## src/rtl/modn_counter_if.sv

```systemverilog
// rtl/modn_counter_if.sv - control/status bundle for the modulo-N up/down counter
interface modn_counter_if #(
   parameter int WIDTH = 2
) ();
   logic             incr;
   logic             decr;
   logic             load;
   logic [WIDTH-1:0] ld_val;
   logic [WIDTH-1:0] q;
   logic             tc_up;
   logic             tc_dn;
   logic             carry;
   logic             borrow;
   logic             ovf;

   // Sequencer side: issues count/load requests and watches the count.
   modport master (
      output incr, decr, load, ld_val,
      input  q, tc_up, tc_dn, carry, borrow, ovf
   );

   // Counter side.
   modport slave (
      input  incr, decr, load, ld_val,
      output q, tc_up, tc_dn, carry, borrow, ovf
   );
endinterface

```

## src/rtl/modn_counter.sv

```systemverilog
// rtl/modn_counter.sv - modulo-N up/down counter with load, terminal counts and wrap pulses; MODN_COUNTER_STICKY_EN adds sticky ovf
module modn_counter #(
   parameter int WIDTH   = 2,
   parameter int MODULUS = 4
) (
   input logic          clk,
   input logic          reset,
   modn_counter_if.slave bus
);
   localparam logic [WIDTH-1:0] MAX = WIDTH'(MODULUS - 1);
   localparam logic [WIDTH-1:0] ONE = WIDTH'(1);

   logic [WIDTH-1:0] q_r;
   logic [WIDTH-1:0] q_cur;
   logic [WIDTH-1:0] ld_sat;
   logic [WIDTH-1:0] q_nx;
   logic             carry_r;
   logic             borrow_r;
   logic             carry_nx;
   logic             borrow_nx;

   // An out-of-range count (only via X) is treated as the top of the range.
   always_comb q_cur = (q_r > MAX) ? MAX : q_r;

   // Load values beyond the modulus clamp to the top of the range.
   always_comb ld_sat = (bus.ld_val > MAX) ? MAX : bus.ld_val;

   // Next count and wrap pulses: load, then simultaneous up/down (hold), then up, then down.
   always_comb begin
      q_nx      = q_cur;
      carry_nx  = 1'b0;
      borrow_nx = 1'b0;
      if (bus.load) begin
         q_nx = ld_sat;
      end else if (bus.incr && !bus.decr) begin
         if (q_cur == MAX) begin
            q_nx     = '0;
            carry_nx = 1'b1;
         end else begin
            q_nx = q_cur + ONE;
         end
      end else if (bus.decr && !bus.incr) begin
         if (q_cur == '0) begin
            q_nx      = MAX;
            borrow_nx = 1'b1;
         end else begin
            q_nx = q_cur - ONE;
         end
      end
   end

   // Count and one-cycle wrap pulse registers.
   always_ff @(posedge clk or posedge reset) begin
      if (reset) begin
         q_r      <= '0;
         carry_r  <= 1'b0;
         borrow_r <= 1'b0;
      end else begin
         q_r      <= q_nx;
         carry_r  <= carry_nx;
         borrow_r <= borrow_nx;
      end
   end

`ifdef MODN_COUNTER_STICKY_EN
   logic ovf_r;

   // Sticky wrap flag: set with any wrap pulse, cleared only by load or reset.
   always_ff @(posedge clk or posedge reset) begin
      if (reset) begin
         ovf_r <= 1'b0;
      end else if (bus.load) begin
         ovf_r <= 1'b0;
      end else if (carry_nx || borrow_nx) begin
         ovf_r <= 1'b1;
      end
   end

   assign bus.ovf = ovf_r;
`else
   assign bus.ovf = 1'b0;
`endif

   assign bus.q      = q_r;
   assign bus.carry  = carry_r;
   assign bus.borrow = borrow_r;
   // Terminal counts decode the register directly so cascades stay single-edge.
   assign bus.tc_up  = (q_r == MAX);
   assign bus.tc_dn  = (q_r == '0);
endmodule

```

## src/flat_wrapper.sv

```systemverilog
// flat-port wrapper written by rule: the top's interface ports become plain ports
module modn_counter_flat 
#(
   parameter int WIDTH   = 2,
   parameter int MODULUS = 4
)
  (clk, reset, bus_incr, bus_decr, bus_load, bus_ld_val, bus_q, bus_tc_up, bus_tc_dn, bus_carry, bus_borrow, bus_ovf);
  modn_counter_if #(.WIDTH(WIDTH)) bus_i ();
  input logic clk;
  input logic reset;
  input wire logic [$bits(bus_i.incr)-1:0] bus_incr;
  input wire logic [$bits(bus_i.decr)-1:0] bus_decr;
  input wire logic [$bits(bus_i.load)-1:0] bus_load;
  input wire logic [$bits(bus_i.ld_val)-1:0] bus_ld_val;
  output wire logic [$bits(bus_i.q)-1:0] bus_q;
  output wire logic [$bits(bus_i.tc_up)-1:0] bus_tc_up;
  output wire logic [$bits(bus_i.tc_dn)-1:0] bus_tc_dn;
  output wire logic [$bits(bus_i.carry)-1:0] bus_carry;
  output wire logic [$bits(bus_i.borrow)-1:0] bus_borrow;
  output wire logic [$bits(bus_i.ovf)-1:0] bus_ovf;
  assign bus_i.incr = bus_incr;
  assign bus_i.decr = bus_decr;
  assign bus_i.load = bus_load;
  assign bus_i.ld_val = bus_ld_val;
  assign bus_q = bus_i.q;
  assign bus_tc_up = bus_i.tc_up;
  assign bus_tc_dn = bus_i.tc_dn;
  assign bus_carry = bus_i.carry;
  assign bus_borrow = bus_i.borrow;
  assign bus_ovf = bus_i.ovf;
  modn_counter #(.WIDTH(WIDTH), .MODULUS(MODULUS)) u_core (.clk(clk), .reset(reset), .bus(bus_i));
endmodule
```

## config.mk

```make
export PLATFORM = sky130hd
export DESIGN_NAME = modn_counter_flat
export DESIGN_NICKNAME = d
export VERILOG_FILES = /design/src/rtl/modn_counter_if.sv /design/src/rtl/modn_counter.sv /design/src/flat_wrapper.sv
export SDC_FILE = /design/constraint.sdc
export NUM_CORES = 1
export LEC_CHECK = 0
export CAP_MARGIN = 10
export CELL_PAD_IN_SITES_DETAIL_PLACEMENT = 0
export CELL_PAD_IN_SITES_GLOBAL_PLACEMENT = 1
export CORE_AREA = 2 2 39 41
export CTS_CLUSTER_SIZE = 30
export DETAILED_ROUTE_END_ITERATION = 8
export DIE_AREA = 0 0 41 43
export DONT_BUFFER_PORTS = 1
export HOLD_SLACK_MARGIN = 0.15
export PLACE_DENSITY = 0.38
export REMOVE_ABC_BUFFERS = 1
export SLEW_MARGIN = 10
export SYNTH_ARGS = -nofsm -noshare
export SYNTH_HDL_FRONTEND = slang
export SYNTH_SLANG_ARGS = --single-unit
```

## constraint.sdc

```tcl
create_clock -name clk -period 3.3 [get_ports clk]
set_clock_uncertainty 0.15 [all_clocks]
set_input_delay 0.66 -clock clk [delete_from_list [all_inputs] [get_ports clk]]
set_output_delay 0.66 -clock clk [all_outputs]
set_load 0.03 [all_outputs]
```

==> results of run 1 <==
-- area by class of cell --
cell class,instances,area [µm²],area share [%]
multi-input cells,18,134,45.0
repair buffers,1,10.0,3.36
inverters,3,11.3,3.78
clock buffers,3,22.5,7.56
flip-flops and latches,4,100,33.6
well taps,16,20.0,6.72
-- per-layer routing --
| layer | track usage, % | vias to the layer above | wire length (µm) |
|---|---|---|---|
| met5 | 0 | - | 0 |
| met4 | 8.00 | 0 | 0 |
| met3 | 6.28 | 0 | 100 |
| met2 | 10.0 | 12 | 260 |
| met1 | 7.03 | 81 | 205 |
| li1 | - | 92 | - |
-- critical path, stage by stage (launching register included) --
cell	delay (ps)
sky130_fd_sc_hd__dfrtp_1	510
sky130_fd_sc_hd__inv_1	140
sky130_fd_sc_hd__ha_1	400
-- power by group through the flow --
stage	Combinational (mW)	Clock [mW]	Sequential [mW]
2_1_floorplan	0.0288	0	0.0640
3_3_place_gp	0.0331	0	0.0651
3_5_place_dp	0.0330	0	0.0653
4_1_cts	0.0342	0.0632	0.0647
5_1_grt	0.0372	0.0666	0.0653
6_report	0.0344	0.0590	0.0647
-- final timing paths --
kind / cells past startpoint / to / slack (ps)
max: 2 / bus_tc_dn / 1210
max in group asynchronous: 2 / async pin / 2250
min: 1 / u_core.bus.borrow / 340
min reg2reg: 3 / flip-flop / 760
max reg2reg: 4 / flip-flop / 1570
min in group asynchronous: 2 / u_core.bus.borrow / 600
-- cell families after synthesis --
family,count (synthesis),share of synthesized area [%]
multiplexers,1,3.96
flip-flops,4,39.6
buffers and inverters,4,7.43
AND/OR/NAND/NOR,11,26.7
adder cells (fa/ha/maj),2,9.90
other,1,1.48
AO/OA/AOI/OAI,3,10.9
-- cells in the mapped netlist (all sizes together) --
master / n / area [µm²]
a221oi: 1 / 15.0
and3: 1 / 6.26
and4bb: 1 / 12.5
buf: 1 / 7.51
conb: 1 / 3.75
dfrtp: 4 / 100
ha: 2 / 25.0
inv: 3 / 11.3
mux2i: 1 / 10.0
nand2: 2 / 7.51
nand2b: 2 / 12.5
nor2: 1 / 3.75
nor2b: 1 / 6.26
nor3: 1 / 5.00
nor3b: 1 / 7.51
o21ai: 1 / 5.00
o31ai: 1 / 7.51
or2: 1 / 6.26
-- per-stage QoR --
stage	total power, mW	instance area, µm²	hold slack (ps)	worst slack [ps]
2_1_floorplan	0.0929	245	276	1530
3_3_place_gp	0.0982	265	294	1470
3_5_place_dp	0.0984	265	295	1450
4_1_cts	0.162	298	331	1200
5_1_grt	0.169	298	342	1140
6_report	0.158	298	343	1210
-- repair_timing --
item                                   CTS  global route
hold buffers                             1             0
endpoints found under the hold margin    4             0
gates resized for setup                  0             0
==> impl_metrics.json, run 1 <==
{
  "internal_power_of_the_cells_uw": 107,
  "lkg_pwr_nw": 0.142,
  "cts.clk_slew.worst_paths_ps": 40,
  "area_growth_pct": 17.8,
  "startpoint_type": "flip-flop",
  "net_switching_fraction_of_the_power_pct": 32.6,
  "ios": 14,
  "worstPathRequired_ps": 2490,
  "rsz0062_at_grt": "no",
  "combinationalPowerShare_pct": 21.8,
  "achievable-frequency_ghz": 0.479,
  "final_core_util_pct": 21.5,
  "route.final.wire_length_um": 566,
  "core_region_area_um2": 1380,
  "worst_min_path_start": "bus_incr",
  "yosys_register_bits": 4,
  "start_util_pct": 18.3,
  "clockRootBuffer": "sky130_fd_sc_hd__clkbuf_4",
  "grt_overflow": 0,
  "clk_latency_ps": 230,
  "hold_path.class": "input port to flip-flop",
  "post-place-cells": 41,
  "number_of_core_rows": 14,
  "via_count": 185,
  "final_nets": 40,
  "floorplan.die.height_um": 43,
  "maximum_capacitance_violations": 0,
  "power_frac_seq_pct": 40.9,
  "cts-root-to-sink-buffers": 2,
  "route.detailed.wl_per_inst_um": 12.6,
  "synth_cell_types": 18,
  "global_route_wire_length_before_repair_um": 841,
  "gp_routability_congestion": 0.744,
  "fillCellCount": 146,
  "gr-usage-all-layers_pct": 7.82,
  "timing_hold_violations_final": 0,
  "first_pass_iters": 2,
  "antenna_viol_nets_final": 0,
  "final_cell_mix": "sky130_fd_sc_hd__dfrtp_1, sky130_fd_sc_hd__inv_1, sky130_fd_sc_hd__clkbuf_4",
  "synth-seq-area-share_pct": 39.6,
  "port-buffer-count": 0,
  "vdd.ir_drop.worst_mv": 0.119,
  "mappedNetlistArea_um2": 253,
  "per_cell_via_count_in_the_routed_design": 4.11,
  "drc": 0,
  "leading_cell_type_in_the_layout_fill_and_taps_excluded": "sky130_fd_sc_hd__dfrtp_1",
  "htreeDepth": 1,
  "power.switching_uw": 51.5,
  "initialDrtViolationCount": 2,
  "die_x_um": 41,
  "grt_start_max_net_pins": 8,
  "syn-instance-count": 26,
  "antenna_found_initial": 0,
  "setup_violations": 0,
  "outcome": "complete, no violations",
  "tritoncts.num_buffers": 3,
  "dp_hpwl_um": 448,
  "final.period_utilization_pct": 63.2,
  "synth.yosys.warnings": 0,
  "timing.final.crit_period_ps": 2090,
  "num_antenna_cells": 0,
  "clkSinkCount": 4,
  "category_of_the_worst_setup_path_capture_point": "primary output",
  "timing.setup.tns_ps": 0,
  "final_max_slew_viol_count": 0,
  "power.density_cell_area_nw_per_um2": 531,
  "layout_cells_sized_above_1_pct": 17.2,
  "clkPwrFrac_pct": 37.3,
  "post_cts_setup_bufs": 0,
  "syn-mean-instance-area_um2": 9.72,
  "critical_path_arrival_ps": 1280,
  "finish.cell_count_without_fillers": 45,
  "tritoncts": "yes",
  "worstSetupPathType": "flip-flop to primary output",
  "crit_fanout": 4,
  "first_global_vias": 201,
  "die_outline_area_um2": 1760
}
No activity file was read; power rests on OpenSTA's default activity.
==> run 2: changes to the inputs <==
PLACE_DENSITY = 0.39   (was 0.38)
clock period = 1.8 ns   (was 3.3 ns; I/O delays follow)
==> run 2 against run 1 <==
Cell count increased by 16%; sequential power rose by 62%; power rose by 98%; sequential share of layout area is 5.8 points lower; worst hold slack got worse by 150 ps; count of clock-buffer cells in the layout did not move; critical path depth stayed put; clock power grew 93%; non-clock buffer count increased by 7; first-iteration DRC count is 100% higher; critical path type unchanged; critical endpoint unchanged; largest cell class unchanged; largest power group is now clock; highest routed layer unchanged.
==> impl_metrics.json, run 2 (synthesis results as in run 1) <==
{
  "first_pass_iters": 2,
  "leading_cell_type_in_the_layout_fill_and_taps_excluded": "sky130_fd_sc_hd__dlygate4sd3_1",
  "grt_overflow": 0,
  "vdd.ir_drop.worst_mv": 0.204,
  "layout_cells_sized_above_1_pct": 22.2,
  "clockRootBuffer": "sky130_fd_sc_hd__clkbuf_4",
  "power.density_cell_area_nw_per_um2": 867,
  "final_cell_mix": "sky130_fd_sc_hd__dlygate4sd3_1, sky130_fd_sc_hd__dfrtp_1, sky130_fd_sc_hd__inv_1, sky130_fd_sc_hd__clkbuf_4, sky130_fd_sc_hd__buf_4",
  "clkSinkCount": 4,
  "power.total_uw": 313,
  "per_cell_via_count_in_the_routed_design": 4.12,
  "antenna_viol_nets_final": 0,
  "route.final.wire_length_um": 606,
  "final.period_utilization_pct": 90.0,
  "cpMaxStageDelayCell": "sky130_fd_sc_hd__dfrtp_1",
  "clk_latency_ps": 240,
  "cts_resized": 0,
  "post_cts_setup_bufs": 0,
  "timing_hold_violations_final": 0,
  "worstPathRequired_ps": 1290,
  "worstSetupPathType": "flip-flop to primary output",
  "grt_start_max_net_pins": 6,
  "gp_routability_congestion": 0.714,
  "internal_power_of_the_cells_uw": 211,
  "num_antenna_cells": 0,
  "timing.final.crit_period_ps": 1620,
  "start_util_pct": 18.3,
  "power.switching_uw": 102,
  "die_outline_area_um2": 1760,
  "antenna_found_initial": 0,
  "fillCellCount": 156,
  "category_of_the_worst_setup_path_capture_point": "primary output",
  "drc": 0,
  "area_growth_pct": 42.6,
  "outcome": "complete, no violations",
  "htreeDepth": 1,
  "critical_path.cell_chain": "inv_1, ha_1",
  "gr-usage-all-layers_pct": 9.23,
  "cts.clk_slew.worst_paths_ps": 40,
  "multi_input_comb_area_um2": 134,
  "fin_worst_hold_slack_ps": 191,
  "first_global_vias": 239,
  "ios": 14,
  "final.setup.worst_slack_ps": 179,
  "port-buffer-count": 0,
  "critical_path_arrival_ps": 1110,
  "tritoncts": "yes",
  "number_of_core_rows": 14,
  "final_nets": 47,
  "cts-root-to-sink-buffers": 2,
  "combinationalPowerShare_pct": 29.8,
  "floorplan.die.height_um": 43,
  "die_x_um": 41,
  "core_region_area_um2": 1380,
  "crit_fanout": 4,
  "clkPwrFrac_pct": 36.5,
  "rsz0062_at_grt": "no",
  "global_route_wire_length_before_repair_um": 979,
  "initialDrtViolationCount": 4,
  "seqCellArea_um2": 100,
  "place_worst_setup_slack_ps": 254,
  "final_core_util_pct": 26.0,
  "dp_hpwl_um": 455,
  "maximum_capacitance_violations": 0,
  "hold_path.class": "input port to flip-flop",
  "tritoncts.num_buffers": 3,
  "achievable-frequency_ghz": 0.617,
  "net_switching_fraction_of_the_power_pct": 32.5,
  "lkg_pwr_nw": 0.174,
  "power_frac_seq_pct": 33.7,
  "setup_violations": 0,
  "via_count": 214,
  "crit_path_max_incr_delay_ps": 400,
  "startpoint_type": "flip-flop",
  "route.detailed.wl_per_inst_um": 11.7,
  "timing.setup.tns_ps": 0,
  "final_max_slew_viol_count": 0
}
## run 2: path summary, 6_finish.rpt
kind	from	end	slack (ps)	cells past startpoint
worst max register to register	flip-flop	flip-flop	260	4
max in group asynchronous	reset	u_core.bus.carry	1050	2
min in group asynchronous	reset	async pin	300	2
worst min-delay path	bus_ld_val[0]	flip-flop	190	2
worst min register to register	flip-flop	flip-flop	550	3
worst max-delay path	flip-flop	bus_tc_dn	180	2
## run 2: stage by stage
| stage | area (µm²) | std cells |
|---|---|---|
| 3_5_place_dp | 288 | 44 |
| 6_report | 360 | 52 |
| 5_1_grt | 360 | 52 |
| 2_1_floorplan | 245 | 25 |
| 4_1_cts | 360 | 52 |
| 3_3_place_gp | 288 | 44 |
## run 2: area by class of cell
| class | count | area share, % |
|---|---|---|
| multi-input cells | 18 | 37.2 |
| well taps | 16 | 5.56 |
| repair buffers | 8 | 20.1 |
| clock buffers | 3 | 6.25 |
| flip-flops and latches | 4 | 27.8 |
| inverters | 3 | 3.12 |
## run 2: power groups by stage
| stage | Combinational, mW | Clock (mW) | Sequential [mW] |
|---|---|---|---|
| after global placement | 0.0856 | 0 | 0.106 |
| after global routing | 0.103 | 0.123 | 0.107 |
| after CTS | 0.0942 | 0.118 | 0.106 |
| after floorplan | 0.0529 | 0 | 0.117 |
| after detailed placement | 0.0844 | 0 | 0.107 |
| final | 0.0931 | 0.114 | 0.105 |
## run 2: metal layers
| layer | part of all wire, % | vias up | GRT usage (%) |
|---|---|---|---|
| met5 | 0 | - | 0 |
| met4 | 0 | 0 | 10.0 |
| met3 | 12 | 0 | 4.19 |
| met2 | 46 | 12 | 12.5 |
| met1 | 42 | 96 | 9.29 |
| li1 | - | 106 | - |
## run 2: critical path, delay by kind of cell, from the launching register on
kind	cells	cell delay, ps
adders and majority gates	1	390
buffers and inverters	1	90
DFF	1	400
## run 2: timing repair
item                                    4_1_cts  5_1_grt
hold buffers                                  5        0
endpoints found under the setup margin        0        0
endpoints found under the hold margin         6        0
==> run 3: changes to the inputs <==
CAP_MARGIN = 20   (was 10)
==> results of run 3 <==
No change in the layout: final DEF, timing and power equal those of run 2.
